File: config.mk
export PLATFORM = sky130hd
export DESIGN_NAME = uart_xmit
export DESIGN_NICKNAME = d
export VERILOG_FILES = /design/src/rtl/uart_pkg.sv /design/src/rtl/uart_baud_gen.sv /design/src/rtl/uart_xmit.sv
export SDC_FILE = /design/constraint.sdc
export NUM_CORES = 1
export LEC_CHECK = 0
export ABC_AREA = 1
export ABC_CLOCK_PERIOD_IN_PS = 2100
export BUFFER_PORTS_ARGS = -buffer_cell sky130_fd_sc_hd__buf_4
export CAP_MARGIN = 20
export CORE_MARGIN = 2
export CORE_UTILIZATION = 55
export DETAILED_ROUTE_END_ITERATION = 8
export GPL_TIMING_DRIVEN = 0
export MAX_ROUTING_LAYER = met4
export PLACE_DENSITY = 0.86
export SYNTH_ARGS = -nofsm -noshare
export SYNTH_HDL_FRONTEND = slang
export SYNTH_HIERARCHICAL = 1
export SYNTH_SLANG_ARGS = --single-unit
File: constraint.sdc
create_clock -name clk -period 2.1 [get_ports clk]
set_input_delay 0.21 -clock clk [delete_from_list [all_inputs] [get_ports clk]]
set_output_delay 0.21 -clock clk [all_outputs]
set_load 0.1 [all_outputs]
File: src/rtl/uart_pkg.sv
`default_nettype none
// ============================================================================
// Module   : uart_pkg
// Summary  : UART state encodings and parity-mode constants shared by TX/RX.
// Revision : 1.0
// ============================================================================
package uart_pkg;

  typedef enum logic [2:0] {
    IDLE     = 3'd0,
    START    = 3'd1,
    DATA     = 3'd2,
    PARITY_S = 3'd3,
    STOP     = 3'd4
  } uart_state_e;

  typedef enum logic [1:0] {
    PAR_NONE = 2'd0,
    PAR_EVEN = 2'd1,
    PAR_ODD  = 2'd2
  } uart_parity_e;

  // Parity bit for a frame given the payload's XOR reduction.
  function automatic logic parity_bit(input uart_parity_e mode, input logic xor_red);
    return (mode == PAR_ODD) ? ~xor_red : xor_red;
  endfunction

endpackage
`default_nettype wire

File: src/rtl/uart_baud_gen.sv
`default_nettype none
// ============================================================================
// Module   : uart_baud_gen
// Summary  : Per-bit timer; tick is high once every BAUD_DIV cycles.
// Revision : 1.0
// ============================================================================
module uart_baud_gen #(
  parameter int BAUD_DIV = 434
) (
  input  logic clk,
  input  logic rst,
  input  logic clear,
  output logic tick
);

  localparam int                 c_CNT_W    = $clog2(BAUD_DIV) + 1;
  localparam logic [c_CNT_W-1:0] c_CNT_LAST = c_CNT_W'(BAUD_DIV - 1);

  logic [c_CNT_W-1:0] cnt_q;

  assign tick = (cnt_q == c_CNT_LAST);

  // Wrapping on tick keeps every bit boundary aligned to a zero count.
  always_ff @(posedge clk) begin
    if (rst || clear || tick) begin
      cnt_q <= '0;
    end else begin
      cnt_q <= cnt_q + c_CNT_W'(1);
    end
  end

endmodule
`default_nettype wire

File: src/rtl/uart_xmit.sv
`default_nettype none
// ============================================================================
// Module   : uart_xmit
// Summary  : AXI-Stream fed UART transmitter, optional parity.
//            Define UART_XMIT_STOP2_EN for two stop bits.
// Revision : 1.0
// ============================================================================
module uart_xmit
  import uart_pkg::*;
#(
  parameter int    CLK_FREQ  = 50_000_000,
  parameter int    BAUD      = 115200,
  parameter int    DATA_BITS = 8,
  parameter string PARITY    = "even"
) (
  input  logic                 clk,
  input  logic                 rst,
  input  logic [DATA_BITS-1:0] s_axis_tdata,
  input  logic                 s_axis_tvalid,
  output logic                 s_axis_tready,
  output logic                 tx,
  output logic                 tx_busy
);

  localparam int                  BAUD_DIV   = CLK_FREQ / BAUD;
  localparam int                  c_BCNT_W   = $clog2(DATA_BITS) + 1;
  localparam logic [c_BCNT_W-1:0] c_LAST_BIT = c_BCNT_W'(DATA_BITS - 1);
  localparam uart_parity_e        c_PAR_MODE = (PARITY == "none") ? PAR_NONE :
                                               (PARITY == "odd")  ? PAR_ODD  : PAR_EVEN;
`ifdef UART_XMIT_STOP2_EN
  localparam logic                c_STOP_LAST = 1'b1;
`else
  localparam logic                c_STOP_LAST = 1'b0;
`endif

  uart_state_e          state_q;
  logic [DATA_BITS-1:0] shift_q;
  logic [c_BCNT_W-1:0]  bit_cnt_q;
  logic                 parity_q;
  logic                 stop_cnt_q;
  logic                 tready_q;
  logic                 tx_q;
  logic                 busy_q;

  logic                 w_tick;
  logic                 w_clear;
  logic                 w_accept;
  logic                 w_parity;

  assign w_clear  = (state_q == IDLE);
  assign w_accept = tready_q && s_axis_tvalid;
  assign w_parity = parity_bit(c_PAR_MODE, ^s_axis_tdata);

  uart_baud_gen #(
    .BAUD_DIV (BAUD_DIV)
  ) u_baud_gen (
    .clk   (clk),
    .rst   (rst),
    .clear (w_clear),
    .tick  (w_tick)
  );

  always_ff @(posedge clk) begin
    if (rst) begin
      state_q    <= IDLE;
      shift_q    <= '0;
      bit_cnt_q  <= '0;
      parity_q   <= 1'b0;
      stop_cnt_q <= 1'b0;
      tready_q   <= 1'b0;
      tx_q       <= 1'b1;
      busy_q     <= 1'b0;
    end else begin
      case (state_q)
        IDLE: begin
          tx_q <= 1'b1;
          if (w_accept) begin
            shift_q    <= s_axis_tdata;
            parity_q   <= w_parity;
            bit_cnt_q  <= '0;
            stop_cnt_q <= 1'b0;
            tready_q   <= 1'b0;
            busy_q     <= 1'b1;
            tx_q       <= 1'b0;
            state_q    <= START;
          end else begin
            tready_q   <= 1'b1;
          end
        end

        START: begin
          if (w_tick) begin
            tx_q      <= shift_q[0];
            shift_q   <= shift_q >> 1;
            bit_cnt_q <= '0;
            state_q   <= DATA;
          end
        end

        // bit_cnt_q names the data bit currently on the line.
        DATA: begin
          if (w_tick) begin
            if (bit_cnt_q == c_LAST_BIT) begin
              bit_cnt_q <= '0;
              if (c_PAR_MODE == PAR_NONE) begin
                tx_q       <= 1'b1;
                stop_cnt_q <= 1'b0;
                state_q    <= STOP;
              end else begin
                tx_q       <= parity_q;
                state_q    <= PARITY_S;
              end
            end else begin
              tx_q      <= shift_q[0];
              shift_q   <= shift_q >> 1;
              bit_cnt_q <= bit_cnt_q + c_BCNT_W'(1);
            end
          end
        end

        PARITY_S: begin
          if (w_tick) begin
            tx_q       <= 1'b1;
            stop_cnt_q <= 1'b0;
            state_q    <= STOP;
          end
        end

        STOP: begin
          if (w_tick) begin
            if (stop_cnt_q == c_STOP_LAST) begin
              stop_cnt_q <= 1'b0;
              tready_q   <= 1'b1;
              busy_q     <= 1'b0;
              state_q    <= IDLE;
            end else begin
              stop_cnt_q <= 1'b1;
            end
          end
        end

        default: begin
          tx_q     <= 1'b1;
          tready_q <= 1'b0;
          busy_q   <= 1'b0;
          state_q  <= IDLE;
        end
      endcase
    end
  end

  assign s_axis_tready = tready_q;
  assign tx            = tx_q;
  assign tx_busy       = busy_q;

endmodule
`default_nettype wire
# Word-level counts from Yosys, hierarchy flattened
# Cells that the tools add are included.
dict set report op_classes {
  add_sub_neg 2
  eq_ne 14
  mux 36
  bitwise_logic 2
  n_reduce_logical 16
}
# cell n
set op_table {}
lappend op_table {{2-to-1 mux 8 bit} 4}
lappend op_table {{one-hot mux 8 bit (3 select lines)} 1}
lappend op_table {{2-to-1 mux 3 bit} 7}
lappend op_table {{2-to-1 mux 4 bit} 4}
lappend op_table {{AND reduction 4 bit} 4}
lappend op_table {{one-hot mux 3 bit (5 select lines)} 1}
lappend op_table {{2-to-1 mux 1 bit} 14}
lappend op_table {{one-hot mux 4 bit (3 select lines)} 1}
lappend op_table {{adder 10 x 1 -> 10 bit, second input constant} 1}
lappend op_table {{== test 10 x 9 -> 1 bit, second input constant} 1}
lappend op_table {{one-hot mux 1 bit (3 select lines)} 3}
lappend op_table {{inequality test 2 x 1 -> 1 bit, second input constant} 4}
lappend op_table {{inequality test 2 bit, second input constant} 4}
lappend op_table {{parity 8 bit} 1}
lappend op_table {{AND reduction 7 bit} 1}
lappend op_table {{== test 3 x 2 -> 1 bit, second input constant} 2}
lappend op_table {{nonzero test 3 bit} 2}
lappend op_table {{one-hot mux 1 bit (5 select lines)} 1}
lappend op_table {{AND reduction 5 bit} 1}
lappend op_table {{adder 4 x 1 -> 4 bit, second input constant} 1}
lappend op_table {{== test 4 x 3 -> 1 bit, second input constant} 1}
lappend op_table {{== test 3 x 1 -> 1 bit, second input constant} 1}
lappend op_table {{== test 3 bit, second input constant} 1}
lappend op_table {{zero test 3 bit} 1}
lappend op_table {{6 further kinds} 8}
dict set report totals {
  register_bits 30
  inputBits 11
  out_inout_bits 3
  word_cells 79
}

# Depth between registers and ports, before layout
# Gate-level depths: netlist of the first run.
dict set report logic_depth {
  word_depth 4
  ltp_mapped 15
  depth_no_buf 14
}

# Modules after synthesis
# The synthesis of the first run kept the hierarchy.
# mod instances cells_each area_each_um2 seq_area_each_um2
set by_module_without_submodules {}
lappend by_module_without_submodules {uart_xmit 1 221 1322.5 380.4}
lappend by_module_without_submodules {uart_baud_gen 1 72 498.0 200.2}

# Least setup slack after synthesis of the first run
# OpenSTA, ideal clock, no wires.
dict set report synth_timing {
  kind {register to register}
  startpoint {register tready_q, in the netlist s_axis_tready}
  endpoint {register shift_q[0]}
  setup_ns 0.113
  arrival_time_ns 1.872
  required_ns 1.987
  setup_slack_ns 0.116
  stages_incl_launch_ff 9
  path_buffers 1
  synth_period_minus_slack_ns 1.984
  path_cell_list {dfxtp_1 nand2_1 nand3_2 nand2_2 nor2_8 nand2_4 buf_6 nor2_1 nor2_1}
}
dict set report synth_between {
  elab_chain_len 3
}
# element line
set synth_rtl {}
lappend synth_rtl {{start: declaration} uart_xmit.sv:41} ;# logic tready_q;
lappend synth_rtl {{start signal: assignment} uart_xmit.sv:70} ;# tready_q <= 1'b0;
lappend synth_rtl {{start signal: assignment} uart_xmit.sv:82} ;# tready_q <= 1'b0;
lappend synth_rtl {{start signal: assignment} uart_xmit.sv:87} ;# tready_q <= 1'b1;
lappend synth_rtl {{logical AND 1 bit} uart_xmit.sv:51} ;# assign w_accept = tready_q && s_axis_tvalid;
lappend synth_rtl {{inequality test 2 bit (no source line)} n/a}
lappend synth_rtl {{AND reduction 5 bit (no source line)} n/a}
lappend synth_rtl {{end signal: assignment} uart_xmit.sv:78} ;# shift_q <= s_axis_tdata;
lappend synth_rtl {{end signal: assignment} uart_xmit.sv:94} ;# shift_q <= shift_q >> 1;
lappend synth_rtl {{end signal: assignment} uart_xmit.sv:115} ;# shift_q <= shift_q >> 1;
lappend synth_rtl {{end: declaration} uart_xmit.sv:37} ;# logic [DATA_BITS-1:0] shift_q;
# Every way passes these cells.
# A chain may end at the register's enable or synchronous reset.

# Worst setup path after layout of the first run
dict set report layout_timing {
  startpoint {register u_baud_gen.cnt_q[1]}
  endpoint {register shift_q[7]}
}
dict set report layout_between {
  elab_chain_len 3
  word_cells_on_any_way 4
  cone_classes {3 x eq/ne; 1 x reduce/logical}
}
# element line
set layout_rtl {}
lappend layout_rtl {{start: declaration} uart_baud_gen.sv:19} ;# logic [c_CNT_W-1:0] cnt_q;
lappend layout_rtl {{start signal: assignment} uart_baud_gen.sv:28} ;# cnt_q <= cnt_q + c_CNT_W'(1);
lappend layout_rtl {{== test 10 x 9 -> 1 bit (*)} uart_baud_gen.sv:21} ;# assign tick = (cnt_q == c_CNT_LAST);
lappend layout_rtl {{via w_tick} uart_xmit.sv:45} ;# logic w_tick;
lappend layout_rtl {{inequality test 2 x 1 -> 1 bit (no source line)} n/a}
lappend layout_rtl {{AND reduction 5 bit (no source line) (*)} n/a}
# Mark *: on every way through the listed nets, which the timed path passes. The rest lies on a longest branch.

==> flow_metrics.env, run 1 <==
export IMPL_status="finished, final reports clean"
export IMPL_ant_nets=0
export IMPL_fin_skew_ns=0.0187
export IMPL_crit_arrival_ns=2.08
export IMPL_yosysMostFrequentCell="nand2_1"
export IMPL_tns_ns=0
export IMPL_drive_above_1_share_pct=12.8
export IMPL_reg2reg_to="shift_q[7]"
export IMPL_slew_headroom_pct=65.9
export IMPL_hp_class="input port to flop"
export IMPL_drc=0
export IMPL_rr_worst_depth=15
export IMPL_io_pins=14
export IMPL_worstSetupStartpoint="u_baud_gen/cnt_q[1]"
export IMPL_r2r_setup_slack_ns=0.26
export IMPL_regToRegStartpoint="u_baud_gen/cnt_q[1]"
export IMPL_drv_slew=0
export IMPL_synth_xor_area_share_pct=5.77
export IMPL_final_area_um2=2010
export IMPL_path_max_fanout=10
export IMPL_clock_path_buffers=2
export IMPL_firstDrtPassIters=4
export IMPL_cp_num_buf_inv=4
export IMPL_grt_pass1_wl_mm=5.91
export IMPL_syn_avg_cell_area_um2=6.21
export IMPL_holdPathEnd="u_baud_gen/cnt_q[8]"
export IMPL_max_stage_delay_ns=0.37
export IMPL_synth_simple_area_share_pct=42.7
export IMPL_cts_tree="done"
export IMPL_die_h_um=61.5
export IMPL_cts_root_buf="clkbuf_4"
export IMPL_syn_to_final_growth_pct=10.4
export IMPL_track_usage_pct=21.7
export IMPL_num_rows=20
export IMPL_hold_viol=0
export IMPL_yosysWarnings=6
export IMPL_clk_pin_slew_ns=0.10
export IMPL_ys_types=26
export IMPL_clk_latency_ns=0.35
export IMPL_cts_sinks=29
export IMPL_fin_crit_ns=1.84
export IMPL_start_kind="flop"
export IMPL_multiInputGateArea_um2=1030
export IMPL_synth_area_leaders="dfxtp_1, nand2_1, nor2_1"
export IMPL_hpwl_mm=2.44
export IMPL_cts_buffers=5
export IMPL_synth_top_family_by_area="simple AND/OR/NAND/NOR gates"
export IMPL_antenna_cells=0
export IMPL_drt_initial_drc_count=112
export IMPL_synthMuxAreaShare_pct=0
export IMPL_worstPathRequired_ns=2.35
export IMPL_finalSetupViolations=0
export IMPL_finalCritPeriodShare_pct=87.5
export IMPL_die_w_um=61.5
export IMPL_core_area_um2=3100
export IMPL_path_cells="inv_1 > ha_1 > nand2_1 > nor2_1 > nand3_1 > inv_1 > inv_1 > nand3_1 > nand2_2 > nor2_8 > nand2_4 > buf_6 > nand2_1 > nand2_1 > nor2_1"
export IMPL_async_reset_ff_share_pct=0
export IMPL_ir_worst_vdd_uv=578
export IMPL_antenna_found_initial=0
export IMPL_crit_family="simple AND/OR/NAND/NOR gates"
export IMPL_cts_max_level=2
export IMPL_routabilityCongestion=0.860
export IMPL_powerDensity_nw_per_um2=1270
export IMPL_rsz0062_at_grt="no"
export IMPL_maxCapViolCount=0
export IMPL_syn_instance_count=293
export IMPL_nets=325
export IMPL_wl_mm=3.37
export IMPL_synth_edf_count=0
export IMPL_viasPerCell=4.70
export IMPL_synth_ff_type="dfxtp_1"
export IMPL_fmax_mhz=544
export IMPL_synthAdderAreaFrac_pct=2.06
export IMPL_crit_path_end_kind="flop"
export IMPL_grt_ovfl_total=0
export IMPL_wl_per_cell_um=9.46
export IMPL_ys_seq_area_share_pct=31.9
export IMPL_hold_depth=4
export IMPL_power_leakage_nw=1.01
export IMPL_ff_latch_area_um2=582
export IMPL_synth_compound_area_share_pct=6.05
export IMPL_netlist_area_leader_share_pct=31.9
export IMPL_fill_cells=311
export IMPL_tightestPinTransition_ns=0.507
export IMPL_path_class="flop to flop"
export IMPL_dr_total_vias=1672
export IMPL_start_util_pct=58.7
export IMPL_io_buffers=11
export IMPL_dieArea_um2=3790
export IMPL_syn_num_nets=307
export IMPL_synth_largest_area_cell="dfxtp_1"
export IMPL_grt_pass1_vias=1429
export IMPL_hp_start="rst"
export IMPL_syn_area_um2=1820
export IMPL_grt_max_degree=11
export IMPL_synthTopCellsByCount="nand2_1, nor2_1, inv_1"
export IMPL_dpl_cell_area_um2=1960
export IMPL_ys_ff_latch=29
export IMPL_cpMaxStageDelayCell="dfxtp_1"
## report_power, final
group | total (mW) | leakage (nW) | internal, mW | switching, mW
registers | 0.778 | 0.237 | 0.695 | 0.0829
clock network | 0.336 | 0.0320 | 0.127 | 0.209
logic | 1.44 | 0.741 | 0.495 | 0.942
total | 2.55 | 1.01 | 1.32 | 1.23
## placed cells by master, fill, tap and decap left out, types with 4 or more instances in the layout
cell / instances
xor2_1: 6
dfxtp_1: 28
o21ai_0: 9
xnor2_1: 6
nand3_1: 18
nand2_1: 87
nor2_1: 54
inv_1: 39
clkbuf_1: 4
buf_4: 11
nand2_2: 6
a21oi_1: 10
clkbuf_4: 5
## worst reg2reg max path: cells and delay by family, from the launching register on
family / cells / cell delay [ns]
flip-flops: 1 / 0.37
adder cells (fa/ha/maj): 1 / 0.17
AND/OR/NAND/NOR: 10 / 0.82
buffers and inverters: 4 / 0.38
## how the worst max path moves through the flow
stage               slack [ns]         end  cells after the start
global placement          0.22  shift_q[3]                     13
CTS                       0.21  shift_q[2]                     13
finish                    0.26  shift_q[7]                     15
floorplan                 0.12  shift_q[0]                      8
global route              0.06  shift_q[3]                     14
detailed placement        0.21  shift_q[2]                     13
## cells by family (layout without fill, tap and decap cells)
family,after synthesis,after routing
simple gates,179,179
buf+inv,49,68
flops,29,29
compound gates,21,21
xor+xnor,12,12
fa+ha+maj,3,3
## per-layer routing
layer  up-vias  share of wire [%]  GRT usage (%)  wire length (um)
met5         -                  0              -                 0
met4         0                1.7           7.90                57
met3         8                5.3           6.93               179
met1       705                 51           27.8              1710
met2        30                 42           32.0              1420
li1        929                  -              -                 -
## sequential cells by signal, summed over array words and instances (netlist names)
register and cells:
u_baud_gen/cnt_q 10, shift_q 8, bit_cnt_q 4, state_q 3
parity_q 1, s_axis_tready 1, tx 1, tx_busy 1
## timing repair
| action | 4_1_cts | 5_1_grt |
|---|---|---|
| hold endpoints to repair | 0 | 0 |
| gates resized for setup | 0 | 1 |
| endpoints found under the setup margin | 0 | 1 |
| buffers inserted | 0 | 0 |
| hold buffers | 0 | 0 |
## layout make-up
class / instances / area share [%]
inverter: 41 / 7.65
tap: 44 / 2.74
multi-input combinational: 215 / 51.3
clock inverter: 2 / 0.498
buffer: 8 / 2.74
sequential: 29 / 28.9
timing repair buffer: 11 / 4.11
clock buffer: 6 / 2.05
## stage by stage
step / worst slack [ns] / std cells / total power, mW / utilization (%) / hold slack, ns
2_1_floorplan: 0.116 / 293 / 1.97 / - / 0.444
3_3_place_gp: 0.222 / 348 / 2.20 / 63.1 / 0.455
3_5_place_dp: 0.215 / 348 / 2.22 / 63.1 / 0.467
4_1_cts: 0.214 / 356 / 2.56 / 64.8 / 0.252
5_1_grt: 0.0566 / 356 / 2.78 / 64.8 / 0.278
6_report: 0.263 / 356 / 2.55 / 64.8 / 0.255
Power figures use the tool's default switching activity.
==> run 2, diff against run 1 <==
--- a/config.mk
+++ b/config.mk
@@ -15,6 +15,7 @@
 export GPL_TIMING_DRIVEN = 0
 export MAX_ROUTING_LAYER = met4
 export PLACE_DENSITY = 0.86
+export RECOVER_POWER = 25
 export SYNTH_ARGS = -nofsm -noshare
 export SYNTH_HDL_FRONTEND = slang
 export SYNTH_HIERARCHICAL = 1
==> flow_metrics.env, run 2 (synthesized netlist as in run 1, its figures left out) <==
export IMPL_io_buffers=11
export IMPL_dp_cells=348
export IMPL_finalCritPeriodShare_pct=86.3
export IMPL_grt_pass1_wl_mm=5.91
export IMPL_cts_tree="done"
export IMPL_clock_path_buffers=2
export IMPL_io_pins=14
export IMPL_wl_per_cell_um=9.42
export IMPL_antenna_cells=0
export IMPL_fin_crit_ns=1.81
export IMPL_status="finished, final reports clean"
export IMPL_regToRegStartpoint="u_baud_gen/cnt_q[1]"
export IMPL_reg2reg_to="shift_q[7]"
export IMPL_drv_slew=0
export IMPL_tns_ns=0
export IMPL_rsz0062_at_grt="no"
export IMPL_path_max_fanout=10
export IMPL_ant_nets=0
export IMPL_fmax_mhz=551
export IMPL_hp_class="input port to flop"
export IMPL_layout_commonest_cell="nand2_1"
export IMPL_fin_cells=356
export IMPL_whs_ns=0.263
export IMPL_track_usage_pct=21.7
export IMPL_viasPerCell=4.66
export IMPL_grt_max_degree=11
export IMPL_clk_latency_ns=0.34
export IMPL_cts_buffers=5
export IMPL_powerDensity_nw_per_um2=1260
export IMPL_path_cells="inv_1 > ha_1 > nand2_1 > nor2_1 > nand3_1 > inv_1 > inv_1 > nand3_1 > nand2_2 > nor2_8 > nand2_4 > buf_6 > nand2_1 > nand2_1 > nor2_1"
export IMPL_largestRegisters="u_baud_gen/cnt_q (10), shift_q (8), bit_cnt_q (4)"
export IMPL_start_util_pct=58.7
export IMPL_worstPathRequired_ns=2.34
export IMPL_max_stage_delay_ns=0.37
export IMPL_start_kind="flop"
export IMPL_cts_sinks=29
export IMPL_ir_worst_vdd_uv=579
export IMPL_drive_above_1_share_pct=12.2
export IMPL_hp_start="s_axis_tdata[7]"
export IMPL_timing_final_ws_setup_ns=0.287
export IMPL_slew_headroom_pct=63.8
export IMPL_core_area_um2=3100
export IMPL_mostFrequentLayoutCells="nand2_1, nor2_1, inv_1"
export IMPL_grt_ovfl_total=0
export IMPL_r2r_setup_slack_ns=0.29
export IMPL_num_rows=20
export IMPL_hold_viol=0
export IMPL_crit_cells=15
export IMPL_top_register="u_baud_gen/cnt_q"
export IMPL_cts_hold_fix_buffers=0
export IMPL_dpl_cell_area_um2=1960
export IMPL_maxCapViolCount=0
export IMPL_hpwl_mm=2.44
export IMPL_cp_num_buf_inv=4
export IMPL_clk_pin_slew_ns=0.09
export IMPL_crit_arrival_ns=2.05
export IMPL_final_area_um2=1990
export IMPL_antenna_found_initial=0
export IMPL_crit_family="simple AND/OR/NAND/NOR gates"
export IMPL_die_h_um=61.5
export IMPL_die_w_um=61.5
export IMPL_routabilityCongestion=0.860
export IMPL_nets=325
export IMPL_cts_root_buf="clkbuf_4"
export IMPL_finalSetupViolations=0
export IMPL_drc=0
export IMPL_wl_mm=3.35
export IMPL_drt_initial_drc_count=114
export IMPL_cpMaxStageDelayCell="dfxtp_1"
export IMPL_hold_depth=5
export IMPL_firstDrtPassIters=5
export IMPL_path_class="flop to flop"
export IMPL_syn_to_final_growth_pct=9.48
export IMPL_largest_reg_flops=10
export IMPL_power_leakage_nw=1.00
export IMPL_tightestPinTransition_ns=0.545
export IMPL_dr_total_vias=1660
export IMPL_post_place_ws_ns=0.215
export IMPL_dieArea_um2=3790
export IMPL_crit_path_end_kind="flop"
export IMPL_fin_skew_ns=0.0189
export IMPL_holdPathEnd="shift_q[7]"
export IMPL_rr_worst_depth=15
export IMPL_grt_pass1_vias=1429
export IMPL_cts_max_level=2
==> run 2: cell types whose count changed in the layout (fill, tap and decap cells not counted), sizes merged <==
cell    before  now
clkbuf       9   13
buf         16   12
==> run 2: layout make-up <==
class | instances | area (um2)
clock inverter | 2 | 10.0
clock buffer | 6 | 41.3
buffer | 8 | 47.5
inverter | 41 | 154
fill | 315 | 1110
multi-input combinational | 215 | 1030
timing repair buffer | 11 | 75.1
tap | 44 | 55.1
sequential | 29 | 582
==> run 2: stage by stage <==
step	total power, mW	util, %
floorplan	1.97	-
global route	2.75	64.2
CTS	2.56	64.8
global placement	2.20	63.1
finish	2.52	64.2
detailed placement	2.22	63.1
==> run 2: worst max-delay path by stage <==
stage / startpoint / to / slack [ns]
global placement: u_baud_gen/cnt_q[0] / shift_q[3] / 0.22
floorplan: s_axis_tready / shift_q[0] / 0.12
global route: u_baud_gen/cnt_q[1] / shift_q[3] / 0.08
detailed placement: u_baud_gen/cnt_q[0] / shift_q[2] / 0.21
finish: u_baud_gen/cnt_q[1] / shift_q[7] / 0.29
CTS: u_baud_gen/cnt_q[0] / shift_q[2] / 0.21
==> run 2: where the power goes <==
part           leakage, nW  internal, mW  total, mW  switching (mW)
Sequential           0.237         0.695      0.776          0.0810
Combinational        0.734         0.468       1.41           0.941
Clock               0.0320         0.127      0.333           0.206
Total                 1.00          1.29       2.52            1.23
==> run 2: tightest hold or removal path, stage by stage <==
cell and delay (ns):
buf_4 0.13, inv_1 0.05, nor2_1 0.04, nor2_1 0.09, nor2_1 0.05
==> run 2: timing repair <==
action,4_1_cts,5_1_grt
setup buffers,0,0
endpoints found under the setup margin,0,1
resized for setup,0,1
==> run 2: routing by layer <==
layer | GRT usage [%] | wire, um | share of wire [%] | vias to the layer above
li1 | - | - | - | 925
met1 | 27.8 | 1710 | 51 | 701
met2 | 32.0 | 1430 | 43 | 27
met3 | 6.93 | 156 | 4.7 | 7
met4 | 7.90 | 54 | 1.6 | 0
met5 | - | 0 | 0 | -
